## config.mk

```make
export PLATFORM = sky130hd
export DESIGN_NAME = shot_trajectory
export DESIGN_NICKNAME = d
export VERILOG_FILES = /design/src/rtl/shot_trajectory.sv
export SDC_FILE = /design/constraint.sdc
export NUM_CORES = 1
export LEC_CHECK = 0
export ABC_AREA = 1
export CAP_MARGIN = 25
export CORE_MARGIN = 1.5
export CORE_UTILIZATION = 63
export DETAILED_ROUTE_END_ITERATION = 16
export PLACE_DENSITY_LB_ADDON = 0.1
export SYNTH_ARGS = -nofsm -noshare
export SYNTH_HDL_FRONTEND = slang
export SYNTH_SLANG_ARGS = --single-unit
```

## constraint.sdc

```tcl
create_clock -name clk -period 4.07 [get_ports clk]
set_clock_uncertainty 0.2 [all_clocks]
set_input_delay 0.6105 -clock clk [delete_from_list [all_inputs] [get_ports clk]]
set_output_delay 0.6105 -clock clk [all_outputs]
set_load 0.01 [all_outputs]
```

## src/rtl/shot_trajectory.sv

```systemverilog
// Animates the ball from the penalty spot to the latched shot target over 2^FLIGHT_LOG2 frames,
// then judges goal/save against the keeper glove and rests the ball at the target for HOLD_FRAMES.
module shot_trajectory #(
    parameter int START_X      = 512,
    parameter int START_Y      = 700,
    parameter int FLIGHT_LOG2  = 5,
    parameter int HOLD_FRAMES  = 60,
    parameter int GLOVE_HALF_W = 64,
    parameter int GLOVE_HALF_H = 64
) (
    input  logic        clk,
    input  logic        rst,
    input  logic [11:0] shot_xpos,
    input  logic [11:0] shot_ypos,
    input  logic        shot_start,
    input  logic        frame_tick,
    input  logic [11:0] keeper_xpos,
    input  logic [11:0] keeper_ypos,
    output logic [11:0] ball_xpos,
    output logic [11:0] ball_ypos,
    output logic        busy,
    output logic        shot_done,
    output logic        goal
);

    localparam int AW = 13 + FLIGHT_LOG2 + 1;
    localparam int KW = FLIGHT_LOG2 + 1;
    localparam int HW = $clog2(HOLD_FRAMES + 1);

    typedef enum logic [1:0] {S_IDLE, S_FLY, S_DECIDE, S_HOLD} state_t;

    state_t                r_state;
    state_t                w_state_nxt;
    logic [11:0]           r_tgt_x, r_tgt_y;
    logic signed [12:0]    r_dx, r_dy;
    logic signed [AW-1:0]  r_acc_x, r_acc_y;
    logic [KW-1:0]         r_k;
    logic [HW-1:0]         r_hold;
    logic [11:0]           r_ball_x, r_ball_y;
    logic                  r_busy, r_shot_done, r_goal;

    logic signed [AW-1:0]  w_dx_ext, w_dy_ext;
    logic signed [AW-1:0]  w_acc_x_nxt, w_acc_y_nxt;
    logic [11:0]           w_ball_x_nxt, w_ball_y_nxt;
    logic                  w_last_tick, w_hold_last;
    logic signed [12:0]    w_kdx, w_kdy;
    logic [12:0]           w_kdx_abs, w_kdy_abs;
    logic                  w_saved;

    assign w_dx_ext    = {{(AW-13){r_dx[12]}}, r_dx};
    assign w_dy_ext    = {{(AW-13){r_dy[12]}}, r_dy};
    assign w_acc_x_nxt = r_acc_x + w_dx_ext;
    assign w_acc_y_nxt = r_acc_y + w_dy_ext;

    // Arithmetic shift floors the fraction, so the ball lands exactly on target at the last frame.
    assign w_ball_x_nxt = 12'(AW'(START_X) + (w_acc_x_nxt >>> FLIGHT_LOG2));
    assign w_ball_y_nxt = 12'(AW'(START_Y) + (w_acc_y_nxt >>> FLIGHT_LOG2));

    assign w_last_tick = (r_k == KW'((2 ** FLIGHT_LOG2) - 1));
    assign w_hold_last = (r_hold == HW'(HOLD_FRAMES - 1));

    assign w_kdx     = $signed({1'b0, r_tgt_x}) - $signed({1'b0, keeper_xpos});
    assign w_kdy     = $signed({1'b0, r_tgt_y}) - $signed({1'b0, keeper_ypos});
    assign w_kdx_abs = w_kdx[12] ? 13'(-w_kdx) : 13'(w_kdx);
    assign w_kdy_abs = w_kdy[12] ? 13'(-w_kdy) : 13'(w_kdy);
    assign w_saved   = (w_kdx_abs <= 13'(GLOVE_HALF_W)) && (w_kdy_abs <= 13'(GLOVE_HALF_H));

    always_ff @(posedge clk) begin
        if (rst) r_state <= S_IDLE;
        else     r_state <= w_state_nxt;
    end

    always_comb begin
        w_state_nxt = r_state;
        case (r_state)
            S_IDLE:   if (shot_start) w_state_nxt = S_FLY;
            S_FLY:    if (frame_tick && w_last_tick) w_state_nxt = S_DECIDE;
            S_DECIDE: w_state_nxt = S_HOLD;
            S_HOLD:   if (frame_tick && w_hold_last) w_state_nxt = S_IDLE;
            default:  w_state_nxt = S_IDLE;
        endcase
    end

    always_ff @(posedge clk) begin
        if (rst) begin
            r_tgt_x     <= '0;
            r_tgt_y     <= '0;
            r_dx        <= '0;
            r_dy        <= '0;
            r_acc_x     <= '0;
            r_acc_y     <= '0;
            r_k         <= '0;
            r_hold      <= '0;
            r_ball_x    <= 12'(START_X);
            r_ball_y    <= 12'(START_Y);
            r_busy      <= 1'b0;
            r_shot_done <= 1'b0;
            r_goal      <= 1'b0;
        end else begin
            r_shot_done <= 1'b0;
            case (r_state)
                S_IDLE: begin
                    r_ball_x <= 12'(START_X);
                    r_ball_y <= 12'(START_Y);
                    r_busy   <= 1'b0;
                    if (shot_start) begin
                        r_tgt_x <= shot_xpos;
                        r_tgt_y <= shot_ypos;
                        r_dx    <= $signed({1'b0, shot_xpos}) - 13'(START_X);
                        r_dy    <= $signed({1'b0, shot_ypos}) - 13'(START_Y);
                        r_acc_x <= '0;
                        r_acc_y <= '0;
                        r_k     <= '0;
                        r_goal  <= 1'b0;
                        r_busy  <= 1'b1;
                    end
                end
                S_FLY: begin
                    if (frame_tick) begin
                        r_k      <= r_k + 1'b1;
                        r_acc_x  <= w_acc_x_nxt;
                        r_acc_y  <= w_acc_y_nxt;
                        r_ball_x <= w_ball_x_nxt;
                        r_ball_y <= w_ball_y_nxt;
                    end
                end
                S_DECIDE: begin
                    r_goal      <= !w_saved;
                    r_shot_done <= 1'b1;
                    r_hold      <= '0;
                end
                S_HOLD: begin
                    if (frame_tick) r_hold <= r_hold + 1'b1;
                end
                default: ;
            endcase
        end
    end

    assign ball_xpos = r_ball_x;
    assign ball_ypos = r_ball_y;
    assign busy      = r_busy;
    assign shot_done = r_shot_done;
    assign goal      = r_goal;

endmodule

```

==> impl_metrics.json <==
{
  "die_w_um": 118,
  "fmax_mhz": 338,
  "syn_area_sq_mm": 0.00827,
  "synth_ff_type": "dfxtp_1",
  "ys_types": 44,
  "ir_drop_v": 0.000343,
  "cts_resized": 0,
  "switching_power_mw": 2.47,
  "tritoncts": "yes",
  "rsz0062_at_grt": "no",
  "synth_fa_ha_area_share_pct": 10.9,
  "required_ns": 4.22,
  "diodes": 0,
  "synth_fp_nets": 1410,
  "p_int_mw": 3.46,
  "power_frac_seq_pct": 25.7,
  "ys_ff_latch": 114,
  "critPathBufInv": 1,
  "worstSetupStartpointType": "flip-flop",
  "fin_setup_tns_ns": 0,
  "die_h_um": 118,
  "maxCapViolCount": 0,
  "outcome": "finished, final reports clean",
  "clock_latency_ns": 0.42,
  "final_common_cell": "nand2_1",
  "num_rows": 41,
  "cpPeakStageDelay_ns": 0.41,
  "start_util_pct": 65.0,
  "crit_fanout": 3,
  "synthSimpleGateAreaFrac_pct": 34.3,
  "place.gp.congestion": 0.921,
  "clock_path_buffers": 2,
  "grt_pass1_wl_mm": 36.3,
  "syn_avg_cell_area_sq_um": 6.42,
  "synthMuxAreaShare_pct": 0,
  "track_usage_pct": 31.5,
  "crit_path_cell_trace": "ha_1, fa_1, nand2_1, nand2_1, nand2_1, nand2_1, nand2_1, nand2_1, a21oi_1, inv_1, a31oi_1, xor2_1, ha_1, a21oi_1, nand3b_1, a21oi_1",
  "vias_per_cell": 5.53,
  "pin_count": 79,
  "synthArstFlopShare_pct": 0,
  "yosys.area.top_type_share_pct": 27.6,
  "finalMaxSlewViolations": 0,
  "synth_compound_area_share_pct": 15.9,
  "ys_seq_area_share_pct": 27.6,
  "design_area_sq_mm": 0.00986,
  "n_fill_cell": 1027,
  "p_comb_share_pct": 46.5,
  "drt-pass1-iter-count": 6,
  "post-dp-hpwl_mm": 15.5,
  "clk_pin_slew_ns": 0.05,
  "coreArea_sq_mm": 0.0127,
  "synth_top_family_by_area": "simple AND/OR/NAND/NOR gates",
  "antenna_found_initial": 0,
  "antenna_left": 0,
  "grt_overflow": 0,
  "p_clk_share_pct": 27.8,
  "setup_viol": 0,
  "htree_levels": 4,
  "drive_gt1_share_pct": 7.55,
  "hold_class": "flip-flop to flip-flop",
  "critPathArrivalTime_ns": 3.11,
  "grt_max_degree": 43,
  "hold_buffers": 0,
  "wl_per_cell_um": 13.9,
  "netlist_instances": 1288,
  "tightest_slew_ns": 0.754,
  "cts_sinks": 114,
  "cp_top_family": "adder cells",
  "hold_viol": 0,
  "yosysTopAreaCell": "dfxtp_1",
  "swShare_pct": 41.7,
  "nNetsFinal": 1486,
  "cp_slowest_cell": "fa_1",
  "vias": 8570,
  "slew_headroom_pct": 49.7,
  "wirelength_mm": 21.5,
  "path_common_cell": "nand2_1",
  "powerDensity_mw_per_mm2": 601,
  "route.detailed.drc": 0,
  "p_leak_nw": 4.86,
  "placed_area_sq_mm": 0.00921,
  "synth.area.top_cells": "dfxtp_1 28%, nand2_1 15%, ha_1 10%",
  "path_class": "flip-flop to flip-flop",
  "synth_xor_area_share_pct": 1.98,
  "yosys_warnings": 0,
  "final_cell_mix": "329 x nand2_1, 159 x inv_1, 139 x nor2_1, 114 x dfxtp_1, 108 x a21oi_1",
  "drt_iter0_markers": 743,
  "areaGrowthSynthToFinish_pct": 19.2,
  "numPortBuffers": 78,
  "cts_setup_buffers": 0,
  "min_period_ns": 2.96,
  "period_share_pct": 72.6,
  "synth_edf_count": 0,
  "cts-root-buf": "clkbuf_16",
  "dieArea_sq_mm": 0.0138,
  "grt_pass1_vias": 7947,
  "cts_buffers": 17,
  "cp-end-kind": "flip-flop"
}
worst paths after layout:
kind | start | end | slack, ns | depth (start not counted)
hold / removal | ball_ypos[2] | ball_ypos[2] | 0.26 | 1
setup reg to reg | r_tgt_x[0] | ball_xpos[11] | 1.11 | 16
hold reg to reg | ball_ypos[2] | ball_ypos[2] | 0.26 | 1
setup / recovery | r_tgt_x[0] | ball_xpos[11] | 1.11 | 16
kinds of logic after synthesis:
kind of cell    Yosys count
flops                   114
compound gates          235
fa+ha+maj                70
simple gates            655
buf+inv                 197
xor+xnor                 17
metrics by stage:
| step | util, % | hold WS [ns] | instances | setup slack (ns) | power [mW] |
|---|---|---|---|---|---|
| 2_1_floorplan | - | 0.247 | 1288 | 1.33 | 3.49 |
| 3_3_place_gp | 72.4 | 0.238 | 1517 | 0.741 | 4.13 |
| 3_5_place_dp | 72.4 | 0.258 | 1517 | 0.704 | 4.20 |
| 4_1_cts | 77.5 | 0.268 | 1549 | 1.11 | 5.88 |
| 5_1_grt | 77.5 | 0.289 | 1549 | 0.802 | 6.34 |
| 6_report | 77.5 | 0.265 | 1549 | 1.11 | 5.92 |
Yosys cell counts (all sizes together), types with 4 or more instances:
| library cell | n |
|---|---|
| nand2 | 349 |
| inv | 164 |
| nor2 | 150 |
| dfxtp | 114 |
| a21oi | 113 |
| nand3 | 110 |
| o21ai | 86 |
| ha | 66 |
| clkbuf | 21 |
| nand4 | 16 |
| xor2 | 12 |
| buf | 11 |
| nand3b | 11 |
| nor3 | 11 |
| a211oi | 7 |
| a21o | 6 |
| o211ai | 6 |
| or2 | 6 |
| o21bai | 5 |
| xnor2 | 5 |
| a21boi | 4 |
| fa | 4 |
sequential cells by signal (all words and copies together), names as in the netlist, 2 cells and up:
name       count
r_dy          11
r_k            6
ball_xpos     12
r_acc_y       17
r_dx           4
r_hold         6
r_state        2
r_tgt_y       12
ball_ypos     12
r_acc_x       17
r_tgt_x       12
power groups by stage:
| stage | Combinational (mW) | Clock (mW) | Sequential [mW] |
|---|---|---|---|
| 2_1_floorplan | 1.98 | 0 | 1.51 |
| 3_3_place_gp | 2.60 | 0 | 1.53 |
| 3_5_place_dp | 2.66 | 0 | 1.53 |
| 4_1_cts | 2.72 | 1.65 | 1.52 |
| 5_1_grt | 3.10 | 1.70 | 1.54 |
| 6_report | 2.76 | 1.65 | 1.52 |
area by class of cell:
class,count,area [sq um],area share [%]
clock buffers,22,474,4.81
repair buffers,89,863,8.76
well taps,172,215,2.18
flip-flops and latches,114,2280,23.1
multi-input cells,977,5230,53.0
clock inverters,10,179,1.81
inverters,165,619,6.28
routing by layer:
metal / track usage (%) / wire (um) / vias to the layer above
li1: - / - / 4370
met1: 40.7 / 9680 / 3868
met2: 52.9 / 10000 / 290
met3: 5.91 / 1390 / 42
met4: 10.6 / 455 / 0
met5: 0 / 0 / -
(Power assumes the default switching activity.)
